[config.mk]
export PLATFORM = sky130hd
export DESIGN_NAME = lfsr_ks_sched_flat
export DESIGN_NICKNAME = d
export VERILOG_FILES = /design/src/rtl/lfsr_ks_sched_if.sv /design/src/rtl/lfsr_ks_sched.sv /design/src/flat_wrapper.sv
export SDC_FILE = /design/constraint.sdc
export NUM_CORES = 1
export LEC_CHECK = 0
export CAP_MARGIN = 20
export CORE_MARGIN = 4
export CORE_UTILIZATION = 42
export DETAILED_ROUTE_END_ITERATION = 8
export GPL_ROUTABILITY_DRIVEN = 0
export GPL_TIMING_DRIVEN = 0
export PLACE_DENSITY = 0.93
export SYNTH_ARGS = -nofsm -noshare
export SYNTH_HDL_FRONTEND = slang
export SYNTH_SLANG_ARGS = --single-unit
[constraint.sdc]
create_clock -name clk -period 2.8 [get_ports clk]
set_input_delay 0.7 -clock clk [delete_from_list [all_inputs] [get_ports clk]]
set_output_delay 0.7 -clock clk [all_outputs]
set_load 0.02 [all_outputs]
[src/rtl/lfsr_ks_sched_if.sv]
// Bundle between lfsr_ks_sched and its environment: requester side, keystream
// stream and the LFSR control/readback lines. master = scheduler side.
interface lfsr_ks_sched_if #(
  parameter int unsigned LEN_W = 8
);
  logic [1:0]       req;
  logic [31:0]      seed0;
  logic [31:0]      seed1;
  logic [LEN_W-1:0] len0;
  logic [LEN_W-1:0] len1;
  logic [1:0]       gnt;
  logic [1:0]       done;
  logic [7:0]       ks_byte;
  logic             ks_valid;
  logic             ks_ready;
  logic             ks_owner;
  logic [31:0]      lfsr_ld_val;
  logic             lfsr_ld;
  logic             lfsr_step;
  logic [31:0]      lfsr_val;
  logic             busy;

  modport master (
    input  req, seed0, seed1, len0, len1, ks_ready, lfsr_val,
    output gnt, done, ks_byte, ks_valid, ks_owner,
           lfsr_ld_val, lfsr_ld, lfsr_step, busy
  );

  modport slave (
    output req, seed0, seed1, len0, len1, ks_ready, lfsr_val,
    input  gnt, done, ks_byte, ks_valid, ks_owner,
           lfsr_ld_val, lfsr_ld, lfsr_step, busy
  );
endinterface

[src/rtl/lfsr_ks_sched.sv]
// Round-robin keystream scheduler sharing one external 32-bit LFSR between two
// requesters. Optional macro LFSR_ZERO_GUARD_EN maps an all-zero seed to 1.
module lfsr_ks_sched #(
  parameter int unsigned STEPS_PER_BYTE = 8,
  parameter int unsigned LEN_W          = 8
) (
  input  logic             clk,
  input  logic             rst,
  lfsr_ks_sched_if.master  bus
);

  typedef enum logic [2:0] {
    S_IDLE,
    S_LOAD,
    S_STEP,
    S_EMIT,
    S_FIN
  } state_t;

  localparam logic [7:0] STEP_LAST = 8'(STEPS_PER_BYTE - 1);

  state_t           r_state;
  state_t           w_state_nxt;
  logic             r_last;
  logic             r_owner;
  logic [1:0]       r_gnt;
  logic [31:0]      r_seed;
  logic [LEN_W-1:0] r_rem;
  logic [7:0]       r_step_cnt;

  logic             w_req_any;
  logic             w_win;
  logic             w_xfer;
  logic             w_step_last;
  logic [31:0]      w_seed_ld;
  logic             w_unused_lfsr_hi;

  assign w_req_any        = |bus.req;
  // On a tie the requester that was not served last wins.
  assign w_win            = (bus.req == 2'b11) ? ~r_last : bus.req[1];
  assign w_xfer           = (r_state == S_EMIT) && bus.ks_ready;
  assign w_step_last      = (r_step_cnt == STEP_LAST);
  assign w_unused_lfsr_hi = ^bus.lfsr_val[31:8];

`ifdef LFSR_ZERO_GUARD_EN
  assign w_seed_ld = (r_seed == '0) ? 32'h0000_0001 : r_seed;
`else
  assign w_seed_ld = r_seed;
`endif

  always_ff @(posedge clk or negedge rst) begin
    if (!rst) begin
      r_state <= S_IDLE;
    end else begin
      r_state <= w_state_nxt;
    end
  end

  always_comb begin
    w_state_nxt      = r_state;
    bus.gnt          = r_gnt;
    bus.done         = '0;
    bus.ks_byte      = '0;
    bus.ks_valid     = 1'b0;
    bus.ks_owner     = 1'b0;
    bus.lfsr_ld_val  = '0;
    bus.lfsr_ld      = 1'b0;
    bus.lfsr_step    = 1'b0;
    bus.busy         = (r_state != S_IDLE);
    case (r_state)
      S_IDLE: begin
        if (w_req_any) w_state_nxt = S_LOAD;
      end
      S_LOAD: begin
        bus.lfsr_ld     = 1'b1;
        bus.lfsr_ld_val = w_seed_ld;
        w_state_nxt     = (r_rem == '0) ? S_FIN : S_STEP;
      end
      S_STEP: begin
        bus.lfsr_step = 1'b1;
        if (w_step_last) w_state_nxt = S_EMIT;
      end
      S_EMIT: begin
        bus.ks_valid = 1'b1;
        bus.ks_byte  = bus.lfsr_val[7:0];
        bus.ks_owner = r_owner;
        if (w_xfer) w_state_nxt = (r_rem == LEN_W'(1)) ? S_FIN : S_STEP;
      end
      S_FIN: begin
        bus.done    = r_owner ? 2'b10 : 2'b01;
        w_state_nxt = S_IDLE;
      end
      default: w_state_nxt = S_IDLE;
    endcase
  end

  always_ff @(posedge clk or negedge rst) begin
    if (!rst) begin
      r_last     <= 1'b1;
      r_owner    <= 1'b0;
      r_gnt      <= '0;
      r_seed     <= '0;
      r_rem      <= '0;
      r_step_cnt <= '0;
    end else begin
      case (r_state)
        S_IDLE: begin
          if (w_req_any) begin
            r_owner <= w_win;
            r_last  <= w_win;
            r_gnt   <= w_win ? 2'b10 : 2'b01;
            r_seed  <= w_win ? bus.seed1 : bus.seed0;
            r_rem   <= w_win ? bus.len1 : bus.len0;
          end
        end
        S_LOAD: r_step_cnt <= '0;
        S_STEP: r_step_cnt <= r_step_cnt + 8'd1;
        S_EMIT: begin
          if (w_xfer) begin
            r_rem      <= r_rem - LEN_W'(1);
            r_step_cnt <= '0;
          end
        end
        S_FIN:   r_gnt <= '0;
        default: ;
      endcase
    end
  end

endmodule
[src/flat_wrapper.sv]
// flat-port wrapper written by rule: the top's interface ports become plain ports
module lfsr_ks_sched_flat 
#(
  parameter int unsigned STEPS_PER_BYTE = 8,
  parameter int unsigned LEN_W          = 8
)
  (clk, rst, bus_req, bus_seed0, bus_seed1, bus_len0, bus_len1, bus_ks_ready, bus_lfsr_val, bus_gnt, bus_done, bus_ks_byte, bus_ks_valid, bus_ks_owner, bus_lfsr_ld_val, bus_lfsr_ld, bus_lfsr_step, bus_busy);
  lfsr_ks_sched_if #(.LEN_W(LEN_W)) bus_i ();
  input  logic clk;
  input  logic rst;
  input wire logic [$bits(bus_i.req)-1:0] bus_req;
  input wire logic [$bits(bus_i.seed0)-1:0] bus_seed0;
  input wire logic [$bits(bus_i.seed1)-1:0] bus_seed1;
  input wire logic [$bits(bus_i.len0)-1:0] bus_len0;
  input wire logic [$bits(bus_i.len1)-1:0] bus_len1;
  input wire logic [$bits(bus_i.ks_ready)-1:0] bus_ks_ready;
  input wire logic [$bits(bus_i.lfsr_val)-1:0] bus_lfsr_val;
  output wire logic [$bits(bus_i.gnt)-1:0] bus_gnt;
  output wire logic [$bits(bus_i.done)-1:0] bus_done;
  output wire logic [$bits(bus_i.ks_byte)-1:0] bus_ks_byte;
  output wire logic [$bits(bus_i.ks_valid)-1:0] bus_ks_valid;
  output wire logic [$bits(bus_i.ks_owner)-1:0] bus_ks_owner;
  output wire logic [$bits(bus_i.lfsr_ld_val)-1:0] bus_lfsr_ld_val;
  output wire logic [$bits(bus_i.lfsr_ld)-1:0] bus_lfsr_ld;
  output wire logic [$bits(bus_i.lfsr_step)-1:0] bus_lfsr_step;
  output wire logic [$bits(bus_i.busy)-1:0] bus_busy;
  assign bus_i.req = bus_req;
  assign bus_i.seed0 = bus_seed0;
  assign bus_i.seed1 = bus_seed1;
  assign bus_i.len0 = bus_len0;
  assign bus_i.len1 = bus_len1;
  assign bus_i.ks_ready = bus_ks_ready;
  assign bus_i.lfsr_val = bus_lfsr_val;
  assign bus_gnt = bus_i.gnt;
  assign bus_done = bus_i.done;
  assign bus_ks_byte = bus_i.ks_byte;
  assign bus_ks_valid = bus_i.ks_valid;
  assign bus_ks_owner = bus_i.ks_owner;
  assign bus_lfsr_ld_val = bus_i.lfsr_ld_val;
  assign bus_lfsr_ld = bus_i.lfsr_ld;
  assign bus_lfsr_step = bus_i.lfsr_step;
  assign bus_busy = bus_i.busy;
  lfsr_ks_sched #(.STEPS_PER_BYTE(STEPS_PER_BYTE), .LEN_W(LEN_W)) u_core (.clk(clk), .rst(rst), .bus(bus_i));
endmodule
# After elaboration in Yosys (flattened, before gate mapping)
# Cells that the tools add are included.
# totals
output_inout_bits,49
regBits,55
word_cells,58
input_bits,117
# classes
n_eq_ne,10
n_bitwise,1
n_addsub,2
muxes,25
reduce_logical,13
# ops
cell,n
32-bit two-way mux,2
8-bit two-way mux,5
8-bit one-hot mux with 3 select lines,1
8-bit one-hot mux with 2 select lines,1
3-bit two-way mux,5
3-bit one-hot mux with 4 select lines,1
"8-bit by 1-bit adder with 8-bit output, second input constant",1
"8-bit by 1-bit equality test with 1-bit output, second input constant",1
"8-bit by 3-bit equality test with 1-bit output, second input constant",1
8-bit zero test,1
2-bit two-way mux,4
"8-bit by 1-bit subtractor with 8-bit output, second input constant",1
"3-bit by 2-bit equality test with 1-bit output, second input constant",2
"2-bit by 1-bit inequality test with 1-bit output, second input constant",3
2-bit AND reduction,3
3-bit AND reduction,2
3-bit nonzero test,2
1-bit two-way mux,5
2-bit one-hot mux with 2 select lines,1
2-bit nonzero test,2
"3-bit by 1-bit equality test with 1-bit output, second input constant",1
"3-bit equality test, second input constant",1
3-bit zero test,1
"2-bit equality test, second input constant",1
3 further kinds,3

# Depth between registers and ports, before layout
# Gate-level depths: netlist (run 1).
# depth
depth_word,5
ltp_mapped,7
mapped_depth_nobuf,5

# Worst setup path before layout (run 1)
# Ideal clock, no wire load.
# synth_timing
kind,register -> output
startpoint,reg u_core.r_state[1]
endpoint,out bus_lfsr_ld_val[22]
arrival_ns,1.574
required_time_ns,2.100
path_slack_ns,0.526
stages_incl_launch_ff,6
path_buffers,3
cell_sequence,dfrtp_1 buf_2 clkbuf_1 nor2_1 clkbuf_1 and2_1
# synth_via
elab_chain_cells,2
# synth_rtl
item,line_no,source
start: declaration,lfsr_ks_sched.sv:22,state_t r_state;
start signal: assignment,lfsr_ks_sched.sv:55,r_state <= w_state_nxt;
3-bit by 1-bit equality test with 1-bit output,lfsr_ks_sched.sv:70,case (r_state)
32-bit two-way mux,lfsr_ks_sched.sv:70,
end: declaration,flat_wrapper.sv:23,output wire logic [$bits(bus_i.lfsr_ld_val)-1:0] bus_lfsr_ld_val;
# No other way between the ends.

# Final worst setup path (run 1)
# layout_timing
startpoint,reg u_core.r_state[0]
endpoint,out bus_lfsr_step
# layout_via
elab_chain_cells,2
# layout_rtl
item,line_no,source
3-bit by 2-bit equality test with 1-bit output,lfsr_ks_sched.sv:70,
1-bit two-way mux,lfsr_ks_sched.sv:70,
end: declaration,flat_wrapper.sv:25,output wire logic [$bits(bus_i.lfsr_step)-1:0] bus_lfsr_step;
# No other way between the ends.

==> impl_summary.md, run 1 <==
Power
Net switching is 37.5% of the power. The worst-case IR drop observed on VDD is 0.391 mV. The power per standard cell area is 689 nW/um^2. The internal power of the cells totals 2020 uW. The static power due to leakage is 0.00223 uW. The logic gate share of total power is 43.1%.

The share of total power in sequential cells is 42.8%. In this run the power spent charging and discharging nets is 1210 uW. The clock share of power is 14.1%.

Worst setup path
The worst path arrival time is 2.01 ns. The worst setup path category is flip-flop to output pin. The sort of element at the start of the critical path is a flip-flop. The setup check on the worst reg-to-reg path leaves a slack of 0.70 ns.

The startpoint identified for the worst register-to-register timing path is u_core.r_state[1]$_DFFE_PN0P_. The number of cells traversed by the worst register-to-register path is 6. For the worst setup path, the data required time is 2.10 ns. The endpoint identified for the worst register-to-register timing path is u_core.r_seed[3]$_DFFE_PN0P_. Tracing the worst setup path back leads to its startpoint at u_core.r_state[0]$_DFFE_PN0P_. The maximum fanout encountered on the critical timing path is 10. The sort of element at the end of the critical path is an output pin.

GRT
Global routing consumed, over all layers together, 21.8% of the routing resources. The number of antenna violations at the first check in global routing is 0. After global routing the overflow that remains totals 0. The wire length of the first global-routing pass is 15,400 um. The via count of the first global-routing pass was 3,171. The largest net degree at the start of global routing is 40.

Synth
The number of enable-type register cells in the synthesized netlist is 0. The synthesized area is 3060 sq um. After synthesis, the largest area contributor takes up 44.1% of total cell area. Dividing the synthesized area by the synthesized cell count gives 9.51 sq um. The synthesized instance count is 322.

The flip-flop cell with the highest count after synthesis is dfrtp_1. The number of distinct library cells after synthesis is 44. The cell taking the most area after synthesis is dfrtp_1. Counting flops with an async set or reset pin after synthesis yields a share of 100%.

Of the synthesized area, sequential elements account for 45.0%. Yosys printed 0 warnings. Sorting the synthesized cells by area gives the leading types as dfrtp_1 (44%), a222oi_1 (10%), and2_1 (8.4%). The synthesized netlist net count is 443.

The flip-flop and latch count after synthesis is 55.

Routing
The violation count after the first detailed-routing iteration is 297. The remaining number of nets flagged by the antenna check after routing is 0. The count of TritonRoute iterations in the first routing pass is 6. Wires add up to 9890 um. For this run, design rule violations remaining after detail routing come to 0.

Dividing the detail-routed via count by the number of cells gives 5.58. The routed layout has 3,164 vias. The average wire per standard cell is 17.4 um.

Flow run
Across the run, the number of max-cap violations was 0.

Die
The number of placed I/O pins is 166. The total die area is 8720 sq um. The effective utilization at floorplan is 44.1%. In this run the core area contains 30 standard-cell rows. The die is 93.4 um tall. The width of the chip is 93.4 um. The floorplan step defined a core boundary enclosing 6940 sq um.

Placed design
Summed over all nets, the half-perimeter wirelength after detailed placement is 7590 um. The pre-CTS worst setup slack is -0.208 ns. In this run, placement finished with an instance count of 560. The count of buffers inserted at the top-level ports is 141.

Clock network
The buffer type at the clock tree root is clkbuf_8. The clock reaches the later pin of the worst-skew pair after 0.32 ns. Buffers added to address setup during post-CTS repair amount to 0. The sink count of the clock tree is 55. TritonCTS created 5 clock buffers. The H-tree depth is 2.

After clock tree synthesis, the clock-pin slew on the worst setup and hold paths is 0.10 ns. The clock passes through at most 2 buffers. TritonCTS built the clock tree.

Final layout
The leading cell type in the layout, fill and taps excluded is clkdlybuf4s50_1. The number of filler cells placed in the layout is 514. Cells with a size suffix above 1 make up 8.70% of the layout. Leaving out fill and tap cells, the most frequent cells in the layout are clkdlybuf4s50_1 (105), dfrtp_1 (53), and2_1 (41).

The number of antenna diodes in the final layout is 0. For this run, the number of standard cells in the final layout without fillers is 567. The net count of the finished layout is 591.

From synthesis to final layout, the design area changed by 53.1%.

Timing
The smallest setup slack after layout is 0.0941 ns. Setup violations remaining at the end of the flow were counted as 0. Measured against its own limit, the worst slew margin works out to 57.3%. Derived from the worst setup path, the maximum achievable clock frequency is 370 MHz. The final period utilization is 96.6%. After layout, the minimum clock period comes to 2.71 ns. Between clock sinks in the finished design, the worst skew comes to 0.00910 ns. The max-slew violation count came to 0. At the pin with the least slew margin, the transition time is 0.635 ns. The number of endpoints with negative hold slack in the final report is 0. Setup repair after global routing could not meet its margin everywhere.

Run status
The flow ran to the end, and the final reports show no timing, DRC or antenna violations.

Hold path
The path class of the lowest-slack min-delay path is input pin to asynchronous set/reset pin.
how the worst max path moves through the flow:
stage / to / slack [ns] / depth (start not counted)
CTS: bus_ks_owner / 0.00008 / 4
detailed placement: bus_lfsr_ld_val[14] / -0.21 / 6
floorplan: bus_lfsr_ld_val[22] / 0.53 / 5
finish: bus_lfsr_step / 0.09 / 4
global placement: u_core.r_seed[26]$_DFFE_PN0P_ / -0.66 / 1
global route: bus_ks_owner / 0.004 / 4
cell type report:
| class | instances | area [sq um] | area share (%) |
|---|---|---|---|
| Inverter | 40 | 150 | 3.20 |
| Sequential cell | 55 | 1380 | 29.4 |
| Multi-Input combinational cell | 200 | 1400 | 29.9 |
| Clock inverter | 2 | 16.3 | 0.347 |
| Clock buffer | 6 | 72.6 | 1.55 |
| Tap cell | 96 | 120 | 2.56 |
| Timing Repair Buffer | 142 | 1390 | 29.6 |
| Buffer | 26 | 160 | 3.41 |
flip-flops by register name, summed over array words and instances (netlist names):
signal	count
u_core.r_seed	32
u_core.r_last	1
u_core.bus.gnt	2
u_core.r_rem	8
u_core.r_step_cnt	8
u_core.r_owner	1
u_core.r_state	3
worst max-delay path, cell delays in order, from the launching register on:
cell             delay, ns
dfrtp_1               0.39
buf_6                 0.13
clkbuf_1              0.22
nor3_2                0.30
clkdlybuf4s50_1       0.65
repair_timing:
item / 4_1_cts / 5_1_grt
pin swaps: 0 / 1
setup endpoints to repair: 46 / 41
gates resized for setup: 45 / 19
hold buffers: 0 / 0
power groups by stage:
stage	clock network, uW	logic (uW)	registers [uW]
finish	456	1390	1380
CTS	466	1390	1370
global placement	0	1310	1360
global route	490	1540	1420
detailed placement	0	1380	1390
floorplan	0	900	1330
layer usage:
metal,track usage [%],share of wire (%),vias to the layer above
met4,6.72,2.4,0
met1,26.3,38,1530
met2,38.9,52,150
li1,-,-,1464
met3,4.26,7.2,20
met5,0,0,-
kinds of logic after synthesis:
logic type | count (synthesis) | synth area share [%]
compound gates | 85 | 21.7
xor+xnor | 3 | 0.858
fa+ha+maj | 4 | 1.63
buf+inv | 67 | 9.68
flops | 55 | 45.0
mux | 6 | 2.00
simple gates | 102 | 19.2
through the flow:
stage	util [%]	TNS (ns)	cell area, sq um	hold WS (ns)	total power [uW]
3_3_place_gp	66.2	-39.66	4590	0.478	2670
4_1_cts	67.4	0	4680	0.303	3230
3_5_place_dp	66.4	-4.90	4610	0.483	2770
5_1_grt	67.5	0	4690	0.318	3450
6_report	67.5	0	4690	0.301	3230
2_1_floorplan	-	0	3060	0.404	2230
Yosys cell counts (all sizes together), types with 2 or more instances:
cell / count
nand3: 3
buf: 11
a211oi: 4
o21ai: 11
nand4: 5
a31oi: 3
inv: 40
mux2i: 5
a21o: 2
o31ai: 8
nor2b: 6
a21oi: 14
nor4: 8
clkbuf: 16
ha: 4
o22a: 2
nor2: 15
or3: 3
dfrtp: 54
and2: 41
xnor2: 3
a222oi: 32
or2: 2
nand2: 7
nor3: 7
a31o: 2
No activity file was read; power rests on OpenSTA's default activity.
==> inputs of run 2 (changes only) <==
--- a/config.mk
+++ b/config.mk
@@ -10,7 +10,6 @@
 export CORE_UTILIZATION = 42
 export DETAILED_ROUTE_END_ITERATION = 8
 export GPL_ROUTABILITY_DRIVEN = 0
-export GPL_TIMING_DRIVEN = 0
 export PLACE_DENSITY = 0.93
 export SYNTH_ARGS = -nofsm -noshare
 export SYNTH_HDL_FRONTEND = slang
==> run 2 against run 1 <==
Non-clock buffer count fell by 8; maximum frequency rose by 1.5%; cell count fell by 1.4%; clock-buffer cell count fell by 1; die area did not move; design area rose by 0.64%; total power rose by 2.6%; critical path depth did not move; wire length fell by 4.0%; combinational power barely moved; highest routed layer unchanged.
==> impl_summary.md, run 2 (synthesis results as in run 1) <==
Final layout
The leading cell type in the layout, fill and taps excluded is clkdlybuf4s50_1. The utilization after layout is 68.0%. The post-layout net count is 583.

The register with the most flip-flops in the layout has 32 of them. Of the cells placed in the final design, the portion with a size suffix greater than 1 is 8.86%. More flip-flops sit in one register than any other, and that register is u_core.r_seed. The largest registers in the layout are u_core.r_seed: 32 flops, u_core.r_rem: 8 flops, u_core.r_step_cnt: 8 flops. The top cell types in the final layout, fill and taps aside, are clkdlybuf4s50_1 (107), dfrtp_1 (53), and2_1 (41). Once layout is done, the placed cells without fillers occupy 4720 sq um. The number of inserted diodes is 0. The area growth from synthesis to final layout is 54.1%.

Run status
The run finished with clean final reports.

Clock network
The buffer type at the clock tree root is clkbuf_8. The clock net in this run drives a total of 55 sinks. In this run, CTS created clock tree buffers numbering 5.

The clock latency on the worst-skew pair is 0.32 ns. Clock-pin slew was measured on the worst setup and hold paths at 0.11 ns. The H-tree generated during clock tree synthesis spans 2 levels.

The clock passes through at most 2 buffers. The clock tree from TritonCTS is yes. The hold-fix buffer count after cts is 0.

Timing
The total setup violations reported at the end of the flow is 0. Setup repair after global routing left no endpoint under its margin. Headroom to the max-slew limit came out at 56.9%.

Clock skew on the completed layout was measured at 0.0151 ns. The highest clock rate is 375 MHz. The number of endpoints with negative hold slack in the final report was 0. The minimum clock period is 2.67 ns.

The final period utilization is 95.2%. The sum of negative setup slack is 0 ns. The smallest setup slack after layout is 0.135 ns. The max-slew violation count is 0.

The actual transition at the worst max-transition pin is 0.645 ns.

Routing
The count of TritonRoute iterations in the first routing pass is 5. Dividing the detail-routed via count by the number of cells gives 5.53. The DRC violation count after routing is 0.

The final route contains 3,092 vias. The average wire per standard cell is 17.0 um. The total wire length after detailed routing is 9490 um. The remaining number of nets flagged by the antenna check after routing is 0. In this run, the number of DRC markers left after iteration 0 of detailed routing was 349.

Worst setup path
The largest single stage delay on the critical path is 0.62 ns. The worst path arrival time is 1.97 ns. The master of the slowest instance on the critical path is clkdlybuf4s50_1. The worst setup path is captured at an output pin.

The signal on the critical path passes through nand3b_1, inv_2, buf_4, clkdlybuf4s50_1. STA classifies the critical path startpoint as a flip-flop. The worst setup path category is flip-flop to output pin.

Of all nets on the critical path, the largest fanout is 13. STA puts the critical path data required time at 2.10 ns. The register-to-register setup slack is 0.71 ns.

Power
The share of total power dissipated in sequential elements is 42.1%. For this design the static power due to leakage is 0.00224 uW. The switching share of power is 36.1%.

The logic gate share of total power is 41.2%. The power per standard cell area is 703 nW/um^2. Cell internal power was estimated by the tool at 2120 uW.

The worst-case IR drop observed on VDD is 0.466 mV. The clock share of power is 16.7%. Overall power consumption after layout is estimated at 3320 uW. The analysis attributes to net switching a power of 1200 uW.

GRT
The number of antenna violations at the first check in global routing is 0. After global routing the overflow that remains totals 0. The first global-routing pass estimated 15,200 um of wire. The largest net degree at the start of global routing is 35.

The combined global-route utilization of all metal layers is 21.6%. The via count of the first global-routing pass is 3,157.

Die
The die covers 8720 sq um. For this design the top-level I/O count stands at 166. The die outline height is 93.4 um. The site row count is 30.

The effective utilization at floorplan is 44.1%. The total area inside the core boundary comes to 6940 sq um. The width of the chip is 93.4 um.

Placed design
Timing analysis after detailed placement gives a worst setup slack of 0.187 ns. Detailed placement ended at an HPWL of 7230 um. The count of buffers inserted at the top-level ports is 141. The placed instances occupy a cell area of 4600 sq um.

Hold path
The path class of the lowest-slack min-delay path is input pin to asynchronous set/reset pin.

Flow run
The tool flagged a number of max-cap violations equal to 0.
==> run 2: cell types whose count changed in the layout (fill, tap and decap cells not counted), sizes merged <==
cell,before,now
clkdlybuf4s15,5,0
dlymetal6s2s,3,1
clkinvlp,1,0
bufinv,0,1
buf,13,20
clkinv,0,1
clkbuf,24,5
clkdlybuf4s50,105,107
dlygate4sd2,24,32
==> run 2: repair_timing <==
action,in CTS,in global routing
setup endpoints to repair,42,4
setup buffers,0,4
gates resized for setup,36,3
==> run 2: power by group through the flow <==
stage	logic, uW	registers, uW	clock network, uW
after floorplan	900	1330	0
after global placement	1300	1370	0
after detailed placement	1360	1400	0
after CTS	1370	1390	566
after global routing	1530	1440	592
final	1370	1400	553
==> run 2: layer usage <==
metal	track usage (%)	vias to the layer above	share of wire, %
li1	-	1452	-
met4	7.57	0	2.5
met3	3.86	19	7.7
met2	39.0	136	53
met5	0	-	0
met1	25.7	1485	37
==> run 2: worst paths after layout <==
check | startpoint | to | cells past startpoint
worst max-delay path | u_core.r_state[0]$_DFFE_PN0P_ | bus_ks_valid | 4
worst min-delay path | rst | u_core.r_step_cnt[7]$_DFFE_PN0P_ | 1
worst max register to register | u_core.r_state[2]$_DFFE_PN0P_ | u_core.r_seed[6]$_DFFE_PN0P_ | 6
worst min register to register | u_core.r_seed[25]$_DFFE_PN0P_ | u_core.r_seed[25]$_DFFE_PN0P_ | 2
max in group asynchronous | rst | u_core.r_seed[27]$_DFFE_PN0P_ | 2
min in group clk | u_core.r_seed[25]$_DFFE_PN0P_ | u_core.r_seed[25]$_DFFE_PN0P_ | 2
==> run 2: layout make-up <==
class                           count  area, sq um
Fill cell                         557         2220
Timing Repair Buffer              160         1550
Multi-Input combinational cell    200         1410
Sequential cell                    55         1380
Inverter                           40          150
Tap cell                           96          120
Clock buffer                        5         68.8
Clock inverter                      3         47.5
==> run 2: per-stage QoR <==
step	hold slack, ns	cells
global route	0.415	559
global placement	0.479	546
finish	0.384	559
CTS	0.394	555
detailed placement	0.484	547
floorplan	0.404	322
==> run 2: worst max-delay path: cells and delay by family, from the launching register on <==
family	cells	cell delay, ns
buf+inv	3	0.99
flops	1	0.50
simple gates	1	0.16
